## config.mk

```make
export PLATFORM = sky130hd
export DESIGN_NAME = hazard_ctrl_scoreboard
export DESIGN_NICKNAME = d
export VERILOG_FILES = /design/src/rtl/hazard_ctrl_scoreboard.sv
export SDC_FILE = /design/constraint.sdc
export NUM_CORES = 1
export LEC_CHECK = 0
export ABC_CLOCK_PERIOD_IN_PS = 2400
export CELL_PAD_IN_SITES_DETAIL_PLACEMENT = 1
export CELL_PAD_IN_SITES_GLOBAL_PLACEMENT = 1
export CORE_MARGIN = 10
export CORE_UTILIZATION = 32
export DETAILED_ROUTE_END_ITERATION = 12
export PLACE_DENSITY_LB_ADDON = 0.1
export RECOVER_POWER = 100
export SLEW_MARGIN = 20
export SYNTH_ARGS = -nofsm -noshare
export SYNTH_HDL_FRONTEND = slang
export SYNTH_SLANG_ARGS = --single-unit
```

## constraint.sdc

```tcl
create_clock -name CLK -period 2.4 [get_ports CLK]
set_clock_uncertainty 0.05 [all_clocks]
set_input_delay 0.24 -clock CLK [delete_from_list [all_inputs] [get_ports CLK]]
set_output_delay 0.24 -clock CLK [all_outputs]
set_load 0.03 [all_outputs]
```

## src/rtl/hazard_ctrl_scoreboard.sv

```systemverilog
// Pipeline hazard controller: N-stage operand/store forwarding, load-use stalls,
// memory freeze and multi-cycle branch flush sequencing with saturating event counters.
module hazard_ctrl_scoreboard #(
  parameter  int REG_W        = 5,
  parameter  int FWD_STAGES   = 2,
  parameter  int LOAD_READY   = 2,
  parameter  int FLUSH_CYCLES = 1,
  parameter  int CNT_W        = 16,
  localparam int SEL_W        = $clog2(FWD_STAGES + 1)
) (
  input  logic                        CLK,
  input  logic                        nRST,
  input  logic [REG_W-1:0]            rs_id,
  input  logic [REG_W-1:0]            rt_id,
  input  logic                        rs_used_id,
  input  logic                        rt_used_id,
  input  logic                        ex_regwrite,
  input  logic                        ex_is_load,
  input  logic [REG_W-1:0]            ex_wsel,
  input  logic [REG_W-1:0]            rs_ex,
  input  logic [REG_W-1:0]            rt_ex,
  input  logic                        ex_is_store,
  input  logic [FWD_STAGES-1:0]       regwrite_q,
  input  logic [FWD_STAGES-1:0]       is_load_q,
  input  logic [FWD_STAGES*REG_W-1:0] wsel_q,
  input  logic                        branch_taken,
  input  logic                        dmem_wait,
  output logic [SEL_W-1:0]            fwd_a,
  output logic [SEL_W-1:0]            fwd_b,
  output logic [SEL_W-1:0]            fwd_store,
  output logic                        stall_front,
  output logic                        bubble_ex,
  output logic                        flush_front,
  output logic                        freeze_all,
  output logic [CNT_W-1:0]            stall_cnt,
  output logic [CNT_W-1:0]            flush_cnt
);

  localparam int FCW = (FLUSH_CYCLES > 1) ? $clog2(FLUSH_CYCLES) : 1;
  localparam logic [FCW-1:0] FLUSH_RELOAD = FCW'(FLUSH_CYCLES - 1);

  typedef enum logic [1:0] {ST_RUN, ST_FREEZE, ST_FLUSH} state_t;

  state_t          state_q, state_d;
  logic [FCW-1:0]  fcnt_q, fcnt_d;
  logic            pend_q, pend_d;
  logic            resume_q, resume_d;
  logic [CNT_W-1:0] stall_cnt_q, stall_cnt_d;
  logic [CNT_W-1:0] flush_cnt_q, flush_cnt_d;
  logic            load_hit;

  // Scan farthest to nearest so the nearest matching stage is the one that sticks;
  // a nearest match still waiting on load data blocks any older copy.
  function automatic logic [SEL_W-1:0] fwd_pick(
    input logic [REG_W-1:0]            src,
    input logic [FWD_STAGES-1:0]       we,
    input logic [FWD_STAGES-1:0]       ld,
    input logic [FWD_STAGES*REG_W-1:0] ws
  );
    logic [SEL_W-1:0] sel;
    logic [REG_W-1:0] dst;
    sel = '0;
    for (int k = FWD_STAGES; k >= 1; k--) begin
      dst = ws[(k-1)*REG_W +: REG_W];
      if (we[k-1] && (dst != '0) && (dst == src))
        sel = ((k < LOAD_READY) && ld[k-1]) ? '0 : SEL_W'(k);
    end
    return sel;
  endfunction

  function automatic logic id_reads(input logic [REG_W-1:0] dst);
    return (dst != '0) &&
           ((rs_used_id && (dst == rs_id)) || (rt_used_id && (dst == rt_id)));
  endfunction

  assign fwd_a     = fwd_pick(rs_ex, regwrite_q, is_load_q, wsel_q);
  assign fwd_b     = fwd_pick(rt_ex, regwrite_q, is_load_q, wsel_q);
  assign fwd_store = ex_is_store ? fwd_b : '0;

  always_comb begin
    load_hit = 1'b0;
    if (ex_is_load && ex_regwrite && id_reads(ex_wsel))
      load_hit = 1'b1;
    for (int k = 1; k <= FWD_STAGES; k++) begin
      if ((k < LOAD_READY) && is_load_q[k-1] && regwrite_q[k-1] &&
          id_reads(wsel_q[(k-1)*REG_W +: REG_W]))
        load_hit = 1'b1;
    end
  end

  // Freeze outranks flush, which outranks the load-use stall; stall is masked while in reset.
  assign stall_front = nRST && (state_q == ST_RUN) && !dmem_wait && !branch_taken && load_hit;
  assign bubble_ex   = stall_front || (state_q == ST_FLUSH);
  assign flush_front = (state_q == ST_FLUSH);
  assign freeze_all  = (state_q == ST_FREEZE);
  assign stall_cnt   = stall_cnt_q;
  assign flush_cnt   = flush_cnt_q;

  always_comb begin
    state_d  = state_q;
    fcnt_d   = fcnt_q;
    pend_d   = pend_q;
    resume_d = resume_q;
    case (state_q)
      ST_RUN: begin
        if (dmem_wait) begin
          state_d  = ST_FREEZE;
          pend_d   = pend_q || branch_taken;
          resume_d = 1'b0;
        end else if (branch_taken) begin
          state_d = ST_FLUSH;
          fcnt_d  = FLUSH_RELOAD;
        end
      end
      ST_FREEZE: begin
        if (dmem_wait) begin
          pend_d = pend_q || branch_taken;
        end else if (pend_q || branch_taken) begin
          state_d  = ST_FLUSH;
          fcnt_d   = FLUSH_RELOAD;
          pend_d   = 1'b0;
          resume_d = 1'b0;
        end else if (resume_q) begin
          state_d  = ST_FLUSH;
          resume_d = 1'b0;
        end else begin
          state_d = ST_RUN;
        end
      end
      ST_FLUSH: begin
        // A freeze parks the flush with its remaining count intact.
        if (dmem_wait) begin
          state_d  = ST_FREEZE;
          resume_d = 1'b1;
          pend_d   = pend_q || branch_taken;
        end else if (branch_taken) begin
          fcnt_d = FLUSH_RELOAD;
        end else if (fcnt_q == '0) begin
          state_d = ST_RUN;
        end else begin
          fcnt_d = fcnt_q - 1'b1;
        end
      end
      default: state_d = ST_RUN;
    endcase
  end

  always_comb begin
    stall_cnt_d = stall_cnt_q;
    flush_cnt_d = flush_cnt_q;
    if (stall_front && (stall_cnt_q != {CNT_W{1'b1}}))
      stall_cnt_d = stall_cnt_q + 1'b1;
    if ((state_d == ST_FLUSH) && (state_q != ST_FLUSH) && (flush_cnt_q != {CNT_W{1'b1}}))
      flush_cnt_d = flush_cnt_q + 1'b1;
  end

  always_ff @(posedge CLK or negedge nRST) begin
    if (!nRST) begin
      state_q     <= ST_RUN;
      fcnt_q      <= '0;
      pend_q      <= 1'b0;
      resume_q    <= 1'b0;
      stall_cnt_q <= '0;
      flush_cnt_q <= '0;
    end else begin
      state_q     <= state_d;
      fcnt_q      <= fcnt_d;
      pend_q      <= pend_d;
      resume_q    <= resume_d;
      stall_cnt_q <= stall_cnt_d;
      flush_cnt_q <= flush_cnt_d;
    end
  end

endmodule
```

Word level (Yosys, flattened, before mapping)
Index checks and enable logic that the tools add are counted.

word-level totals
  input port bits = 48
  flip-flop bits (word level) = 37
  output and inout bits = 42
  word-level logic and storage cells = 103

cells by class
  reductions and logical operators = 39
  muxes and demuxes = 32
  add/subtract/negate cells = 3
  equal/unequal tests = 23

operators with widths
  operator               number
  $eq 5x5->1             8
  $add 16x1->16 const B  2
  $ne 16x16->1 const B   2
  $mux 2                 13
  $logic_and 1x1->1      23
  $mux 1                 15
  $reduce_bool 5->1      3
  $ne 2x2->1 const B     7
  $pmux 1 s3             2
  $pmux 2 s3             1
  $reduce_and 6->1       1
  $eq 2x2->1 const B     2
  $logic_or 1x1->1       4
  $ne 2x1->1 const B     2
  $reduce_and 4->1       1
  $ne 3x2->1 const B     1
  $reduce_and 3->1       1
  $reduce_bool 3->1      1
  $eq 2x1->1 const B     1
  $logic_not 1->1        2
  $logic_not 2->1        1
  $pmux 1 s2             1
  $reduce_bool 2->1      1
  $reduce_or 2->1        1
  $sub 1x1->1 const B    1

Depth between registers and ports, before layout
Gate-level depths: netlist of run 1.

  depth after elaboration = 9
  mapped depth = 8
  mapped depth without buffers = 7

Least setup slack after synthesis of run 1
No wires, ideal clock.

  path type = register to register
  from = register stall_cnt_q[0] (netlist: stall_cnt[0])
  to = register stall_cnt_q[1] (netlist: stall_cnt[1])
  arrival = 2.122 ns
  stages on the path, launching flop included = 8
  period minus slack after synthesis = 2.299 ns
  slack = 0.101 ns
  library setup time = 0.128 ns
  required time = 2.222 ns
  path buffers = 1
  cells stage by stage = dfrtp_1 > ha_1 > nand4_1 > nor2_1 > nand3_1 > a32oi_4 > buf_6 > mux2_1

on the way
  longest elaborated chain between the ends = 2
  elaborated cells on any way between the ends = 3
  classes of those cells = add/sub (1); eq/ne (1); reduce/logical (1)

RTL lines
  what                                                   RTL line  RTL
  from (decl)                                            48        logic [CNT_W-1:0] stall_cnt_q, stall_cnt_d;
  from (signal assigned)                                 170       stall_cnt_q <= stall_cnt_d;
  branches (longest 2 deep; another with $add 16x1->16)  --

Several ways; the timed one is not identified.
A chain may end at the register's enable or synchronous reset.

Final worst setup path of run 1
  from = input port wsel_q[6]
  to = output port fwd_store[1]

on the way
  longest elaborated chain between the ends = 6
  elaborated cells on any way between the ends = 7
  classes of those cells = eq/ne (1); mux (3); reduce/logical (3)

RTL lines
  what                    RTL line  RTL
  from (decl)             25        input logic [FWD_STAGES*REG_W-1:0] wsel_q,
  $reduce_bool 5->1       --
  $logic_and 1x1->1       65        if (we[k-1] && (dst != '0) && (dst == src))
  $logic_and 1x1->1 *     65
  $mux 2 * (2 in series)  65
  $mux 2 *                78        assign fwd_store = ex_is_store ? fwd_b : '0;
  to (decl)               30        output logic [SEL_W-1:0] fwd_store,

Every way passes the cells marked *; elsewhere a longest branch is shown, timed or not.

==> flow_metrics.py, run 1 <==
metrics = {
    "sta": {
        "whs_ps": 439.7,
        "slew_headroom_pct": 39.02,
        "max_freq_mhz": 438.2,
        "finalCriticalPeriod_ps": 2282,
        "fin_crit_sh_pct": 95.09,
        "setup_viol_count_final": 0,
        "tns_ps": 0,
        "tightest_slew_ps": 914.7,
        "rsz0062_at_grt": "false",
        "drv_slew": 0,
        "final-hold-violation-count": 0,
    },
    "synth": {
        "synth-edff-count": 0,
        "yosys.area.top_type": "dfrtp_1",
        "synth-seq-cells": 36,
        "synth_common_cells": "xnor2_1 (42), dfrtp_1 (36), xor2_1 (28)",
        "synth.avg_cell_area_sq_um": 9.869,
        "synthTopCellsByArea": "dfrtp_1 (40%), xnor2_1 (16%), xor2_1 (11%), nand3_1 (4.4%), nand4_1 (3.0%)",
        "yosysTopAreaCellShare_pct": 39.52,
        "synthFlopType": "dfrtp_1",
        "yosysWarningCount": 0,
        "ys_seq_area_share_pct": 39.52,
        "syn_area_sq_mm": 0.002280,
        "synthMostInstantiatedCell": "xnor2_1",
        "synth_cell_type_count": 40,
        "synth_cells": 231,
        "synthArstFlopShare_pct": 100.0,
        "syn_nets": 281,
    },
    "layout": {
        "nFillCells": 782,
        "multi_input_area_sq_mm": 0.001345,
        "syn_to_final_growth_pct": 58.18,
        "fin_area_sq_mm": 0.003606,
        "antennaDiodeCount": 0,
        "regArea_sq_um": 900.9,
        "drive_gt1_share_pct": 15.67,
        "fin_util_pct": 52.50,
        "layout.nets": 400,
    },
    "cts": {
        "cts.sinks": 36,
        "clk_path_buf_depth": 2,
        "ctsRootBufferMaster": "clkbuf_8",
        "cts_max_level": 2,
        "cts.clk_slew.worst_paths_ps": 70,
        "worstSkewPairLatency_ps": 280,
        "cts_tree": "yes",
        "cts_made_buffers": 5,
    },
    "global_routing": {
        "antenna_found_initial": 0,
        "grt_overflow": 0,
        "grt_pass1_vias": 2373,
        "grt_pass1_wl_microns": 12790,
        "track_usage_pct": 14.26,
        "grt_max_degree": 37,
    },
    "critical_path": {
        "required_ps": 2110,
        "critPathCaptureType": "primary output",
        "critPathMaxFanout": 2,
        "cp.arrival_ps": 1990,
        "setup.worst_path.class": "in -> out",
        "start_kind": "input port",
    },
    "status": {
        "outcome": "completed",
    },
    "die": {
        "core_region_area_sq_mm": 0.006869,
        "rows": 30,
        "initial_utilization_pct": 33.19,
        "io-pin-count": 90,
        "dieArea_sq_mm": 0.01090,
        "die_y_microns": 104.4,
        "die_x_microns": 104.4,
    },
    "pwr": {
        "p_leak_uw": 0.001673,
        "ir_drop_v": 0.0003197,
        "power_uw": 1780,
        "power_density_mw_per_mm2": 493.6,
    },
    "route": {
        "drt-initial-drc-count": 33,
        "routedWlPerCell_microns": 17.22,
        "routed_wl_microns": 7696,
        "via_count": 2166,
        "vias_per_cell": 4.846,
        "post-route-drc-count": 0,
        "ant_nets": 0,
        "drt_first_pass_iters": 4,
    },
    "min_path": {
        "min-delay-path-class": "reg -> reg",
    },
    "run": {
        "cap_violations": 0,
    },
    "place": {
        "port_buffers": 88,
        "place_area_sq_mm": 0.003426,
        "finalWeightedCongestion": 0.8340,
        "hpwl_microns": 6287,
    },
}
-- power breakdown --
part | internal, uW | switching (uW)
registers | 662 | 65.4
logic | 255 | 269
clock network | 308 | 221
total | 1220 | 555
-- registers in the layout, summed over array words and instances (netlist names) --
| name | cells |
|---|---|
| state_q | 2 |
| flush_cnt | 16 |
| resume_q | 1 |
| stall_cnt | 16 |
| pend_q | 1 |
-- worst paths after layout --
| kind | endpoint | slack [ps] | startpoint | depth (start not counted) |
|---|---|---|---|---|
| max in group asynchronous | state_q[0] | 970 | nRST | 3 |
| min in group asynchronous | flush_cnt[6] | 780 | nRST | 3 |
| min reg2reg | stall_cnt[15] | 440 | stall_cnt[15] | 1 |
| max reg2reg | stall_cnt[1] | 180 | stall_cnt[0] | 7 |
| min | stall_cnt[15] | 440 | stall_cnt[15] | 1 |
| max | fwd_store[1] | 120 | wsel_q[6] | 7 |
-- metrics by stage --
step	worst slack, ps	cells
final	117.8	447
after floorplan	100.6	231
after global placement	-367.1	434
after CTS	2.565	447
after global routing	2.885	447
after detailed placement	-369.3	434
-- cells in the final DEF, fill, tap and decap left out, types with 2 or more instances in the layout --
master,count
a21oi_1,4
and3_1,6
and4_1,3
buf_4,32
clkbuf_1,5
clkbuf_8,5
clkdlybuf4s50_1,37
dfrtp_1,36
dlygate4sd3_1,35
dlymetal6s2s_1,7
ha_1,2
inv_1,5
nand2_1,11
nand3_1,20
nand4_1,11
nor2_1,18
nor3_1,3
nor4_1,6
o22ai_1,2
or4_4,2
xnor2_1,42
xor2_1,28
-- repair_timing --
action,4_1_cts,5_1_grt
hold buffers,1,0
gates cloned,0,0
setup buffers,5,0
hold endpoints to repair,30,0
gates resized for setup,8,11
pin swaps,6,6
endpoints found under the setup margin,3,9
-- worst max-delay path: stages --
cell	delay, ps
clkdlybuf4s50_1	410
or4_1	520
o21ai_1	190
nor4_1	80
and4_1	220
and2_4	160
buf_4	160
-- metal layers --
layer  wire, microns  global-route usage, %  up-vias
met5               0                      0        -
met4              27                  2.386        0
met3             321                  3.594        2
met2            4017                  24.84       39
met1            3330                  17.35     1074
li1                -                      -     1051
-- layout make-up --
type | count | area share [%]
multi-input cells | 182 | 37.30
repair buffers | 120 | 30.88
flip-flops and latches | 36 | 24.98
well taps | 96 | 3.331
clock buffers | 6 | 2.012
clock inverters | 2 | 0.9715
inverters | 5 | 0.5205
-- kinds of logic (layout without fill, tap and decap cells) --
logic type / after synthesis / after routing / synth area share (%)
buffers and inverters: 13 / 133 / 2.909
flip-flops: 36 / 36 / 39.52
multiplexers: 3 / 3 / 1.427
AND/OR/NAND/NOR: 89 / 89 / 21.13
AO/OA/AOI/OAI: 18 / 18 / 7.026
adder cells (fa/ha/maj): 2 / 2 / 1.098
XOR/XNOR: 70 / 70 / 26.89
No activity file was read; power rests on OpenSTA's default activity.
==> run 2, diff against run 1 <==
--- a/config.mk
+++ b/config.mk
@@ -5,11 +5,13 @@
 export SDC_FILE = /design/constraint.sdc
 export NUM_CORES = 1
 export LEC_CHECK = 0
+export ABC_AREA = 1
 export ABC_CLOCK_PERIOD_IN_PS = 2400
 export CELL_PAD_IN_SITES_DETAIL_PLACEMENT = 1
 export CELL_PAD_IN_SITES_GLOBAL_PLACEMENT = 1
 export CORE_MARGIN = 10
-export CORE_UTILIZATION = 32
+export CORE_UTILIZATION = 33
+export CTS_BUF_LIST = sky130_fd_sc_hd__clkbuf_4 sky130_fd_sc_hd__clkbuf_8
 export DETAILED_ROUTE_END_ITERATION = 12
 export PLACE_DENSITY_LB_ADDON = 0.1
 export RECOVER_POWER = 100
==> run 2 against run 1 <==
Net effect:
- cell count up 42%
- area after synthesis up 26%
- combinational power up 47%
- routed wire length up 23%
- worst setup slack better by 19 ps
- largest cell class unchanged
==> flow_metrics.py, run 2 <==
metrics = {
    "status": {
        "outcome": "completed",
    },
    "global_routing": {
        "grt_pass1_vias": 3319,
        "grtUsageMet3_pct": 3.465,
        "grt_pass1_wl_microns": 16390,
        "use_met1_pct": 18.06,
        "grt_overflow": 0,
        "track_usage_pct": 14.95,
        "grt_max_degree": 37,
        "busiest_layer": "met2",
        "antenna_found_initial": 0,
        "met2_usage_pct": 26.65,
    },
    "die": {
        "die_y_microns": 113.4,
        "die_x_microns": 113.4,
        "io-pin-count": 90,
        "core_region_area_sq_mm": 0.008593,
        "initial_utilization_pct": 33.50,
        "rows": 34,
        "dieArea_sq_mm": 0.01286,
    },
    "critical_path": {
        "critPathMaxFanout": 5,
        "required_ps": 2110,
        "critPathCaptureType": "primary output",
        "cpMostUsedCell": "nand2_1",
        "cpMaxStageDelayCell": "clkdlybuf4s50_1",
        "start_kind": "input port",
        "critical-path-max-stage-delay_ps": 670,
        "worstPathCellList": "clkdlybuf4s50_1, inv_2, nand4_1, nand2_1, nor3_2, nand2_1, nor3_1, clkbuf_2",
        "setup.worst_path.class": "in -> out",
        "cp.arrival_ps": 1970,
    },
    "synth": {
        "yosys.area.top_type": "dfrtp_1",
        "ys_seq_area_share_pct": 31.29,
        "synth.avg_cell_area_sq_um": 6.727,
        "synthFlopType": "dfrtp_1",
        "synthTopCellsByArea": "dfrtp_1 (31%), nand2_1 (18%), xor2_1 (8.2%), inv_1 (6.0%), nor2_1 (5.9%)",
        "yosysWarningCount": 0,
        "synthArstFlopShare_pct": 100.0,
        "synth_cell_type_count": 30,
        "synth_common_cells": "nand2_1 (138), inv_1 (46), nor2_1 (45)",
        "synth-seq-cells": 36,
        "synth_cells": 428,
        "synthMostInstantiatedCell": "nand2_1",
        "syn_nets": 478,
        "syn_area_sq_mm": 0.002879,
        "synth-edff-count": 0,
        "yosysTopAreaCellShare_pct": 31.29,
    },
    "cts": {
        "worstSkewPairLatency_ps": 280,
        "cts_max_level": 2,
        "cts.sinks": 36,
        "cts_made_buffers": 5,
        "ctsRootBufferMaster": "clkbuf_8",
        "postCtsSetupBuffers": 0,
        "clk_path_buf_depth": 2,
        "cts_tree": "yes",
        "cts.clk_slew.worst_paths_ps": 70,
    },
    "route": {
        "drt_first_pass_iters": 4,
        "post-route-drc-count": 0,
        "routedWlPerCell_microns": 14.91,
        "routed_wl_microns": 9454,
        "ant_nets": 0,
        "via_count": 3046,
        "drt-initial-drc-count": 86,
        "vias_per_cell": 4.804,
    },
    "pwr": {
        "p_leak_uw": 0.001958,
        "power_density_mw_per_mm2": 509.0,
        "ir_drop_v": 0.0005035,
    },
    "layout": {
        "antennaDiodeCount": 0,
        "drive_gt1_share_pct": 9.886,
        "syn_to_final_growth_pct": 37.55,
        "final_cell_mix": "nand2_1 (138), inv_1 (47), nor2_1 (46)",
        "layout.nets": 576,
        "final_common_cell": "nand2_1",
    },
    "sta": {
        "finalCriticalPeriod_ps": 2264,
        "tightest_slew_ps": 903.9,
        "slew_headroom_pct": 39.74,
        "drv_slew": 0,
        "final-hold-violation-count": 0,
        "rsz0062_at_grt": "false",
        "fin_crit_sh_pct": 94.32,
        "tns_ps": 0,
        "setup_viol_count_final": 0,
        "max_freq_mhz": 441.8,
        "timing.final.ws_setup_ps": 136.4,
    },
    "place": {
        "pre_cts_slack_ps": 30.60,
        "finalWeightedCongestion": 0.8250,
        "hpwl_microns": 7789,
        "port_buffers": 88,
    },
    "min_path": {
        "min-delay-path-class": "reg -> reg",
    },
    "run": {
        "cap_violations": 0,
    },
}
-- run 2: cell count changes in the layout (fill, tap and decap cells not counted), sizes merged, moves of 11 or more --
| cell | delta |
|---|---|
| nor2 | +30 |
| nand4 | +13 |
| nand2 | +139 |
| inv | +50 |
| buf | -23 |
| xnor2 | -24 |
| nor3 | +11 |
-- run 2: worst paths after layout --
path | endpoint | startpoint | slack [ps] | cells past startpoint
max in group asynchronous | flush_cnt[2] | nRST | 1060 | 3
min | flush_cnt[4] | flush_cnt[4] | 470 | 1
min reg2reg | flush_cnt[4] | flush_cnt[4] | 470 | 1
max reg2reg | flush_cnt[4] | flush_cnt[0] | 440 | 9
max | fwd_store[0] | wsel_q[2] | 140 | 8
min in group asynchronous | stall_cnt[10] | nRST | 670 | 3
-- run 2: cell families (layout without fill, tap and decap cells) --
group | Yosys count | count (layout) | synth area share, %
flip-flops | 36 | 36 | 31.29
AND/OR/NAND/NOR | 267 | 267 | 41.98
adder cells (fa/ha/maj) | 2 | 2 | 0.8690
XOR/XNOR | 45 | 45 | 13.69
buffers and inverters | 64 | 162 | 9.474
AO/OA/AOI/OAI | 14 | 14 | 2.695
-- run 2: power by group --
part           switching, uW  internal, uW
Combinational            460           310
Sequential              90.5           690
Clock                    209           256
Total                    760          1260
-- run 2: stage by stage --
step | util (%) | total power (uW) | hold WS [ps] | area (sq um) | instances
after floorplan | - | 1237 | -105.6 | 2879 | 428
final | 46.08 | 2016 | 468.1 | 3960 | 634
after CTS | 46.49 | 2095 | 479.7 | 3995 | 634
after global routing | 46.08 | 2171 | 511.2 | 3960 | 634
after global placement | 45.25 | 1596 | 296.3 | 3889 | 626
after detailed placement | 45.25 | 1612 | 291.5 | 3889 | 626
-- run 2: timing repair --
action / 4_1_cts / 5_1_grt
resized for setup: 0 / 2
setup endpoints to repair: 0 / 3
hold buffers: 1 / 0
endpoints found under the hold margin: 36 / 0
-- run 2: worst max-delay path: cells and delay by family --
family | cells | cell delay [ps]
AND/OR/NAND/NOR | 5 | 740
buffers and inverters | 3 | 990
-- run 2: final cells by class --
| class | count | area [sq um] |
|---|---|---|
| repair buffers | 100 | 924.6 |
| fillers | 1142 | 4633 |
| inverters | 55 | 206.4 |
| clock buffers | 7 | 96.34 |
| multi-input cells | 328 | 1697 |
| flip-flops and latches | 36 | 900.9 |
| well taps | 108 | 135.1 |
-- run 2: layer usage --
metal	up-vias	wire length, microns
met5	-	0
met4	0	100
met3	7	477
met2	64	4624
met1	1440	4251
li1	1535	-
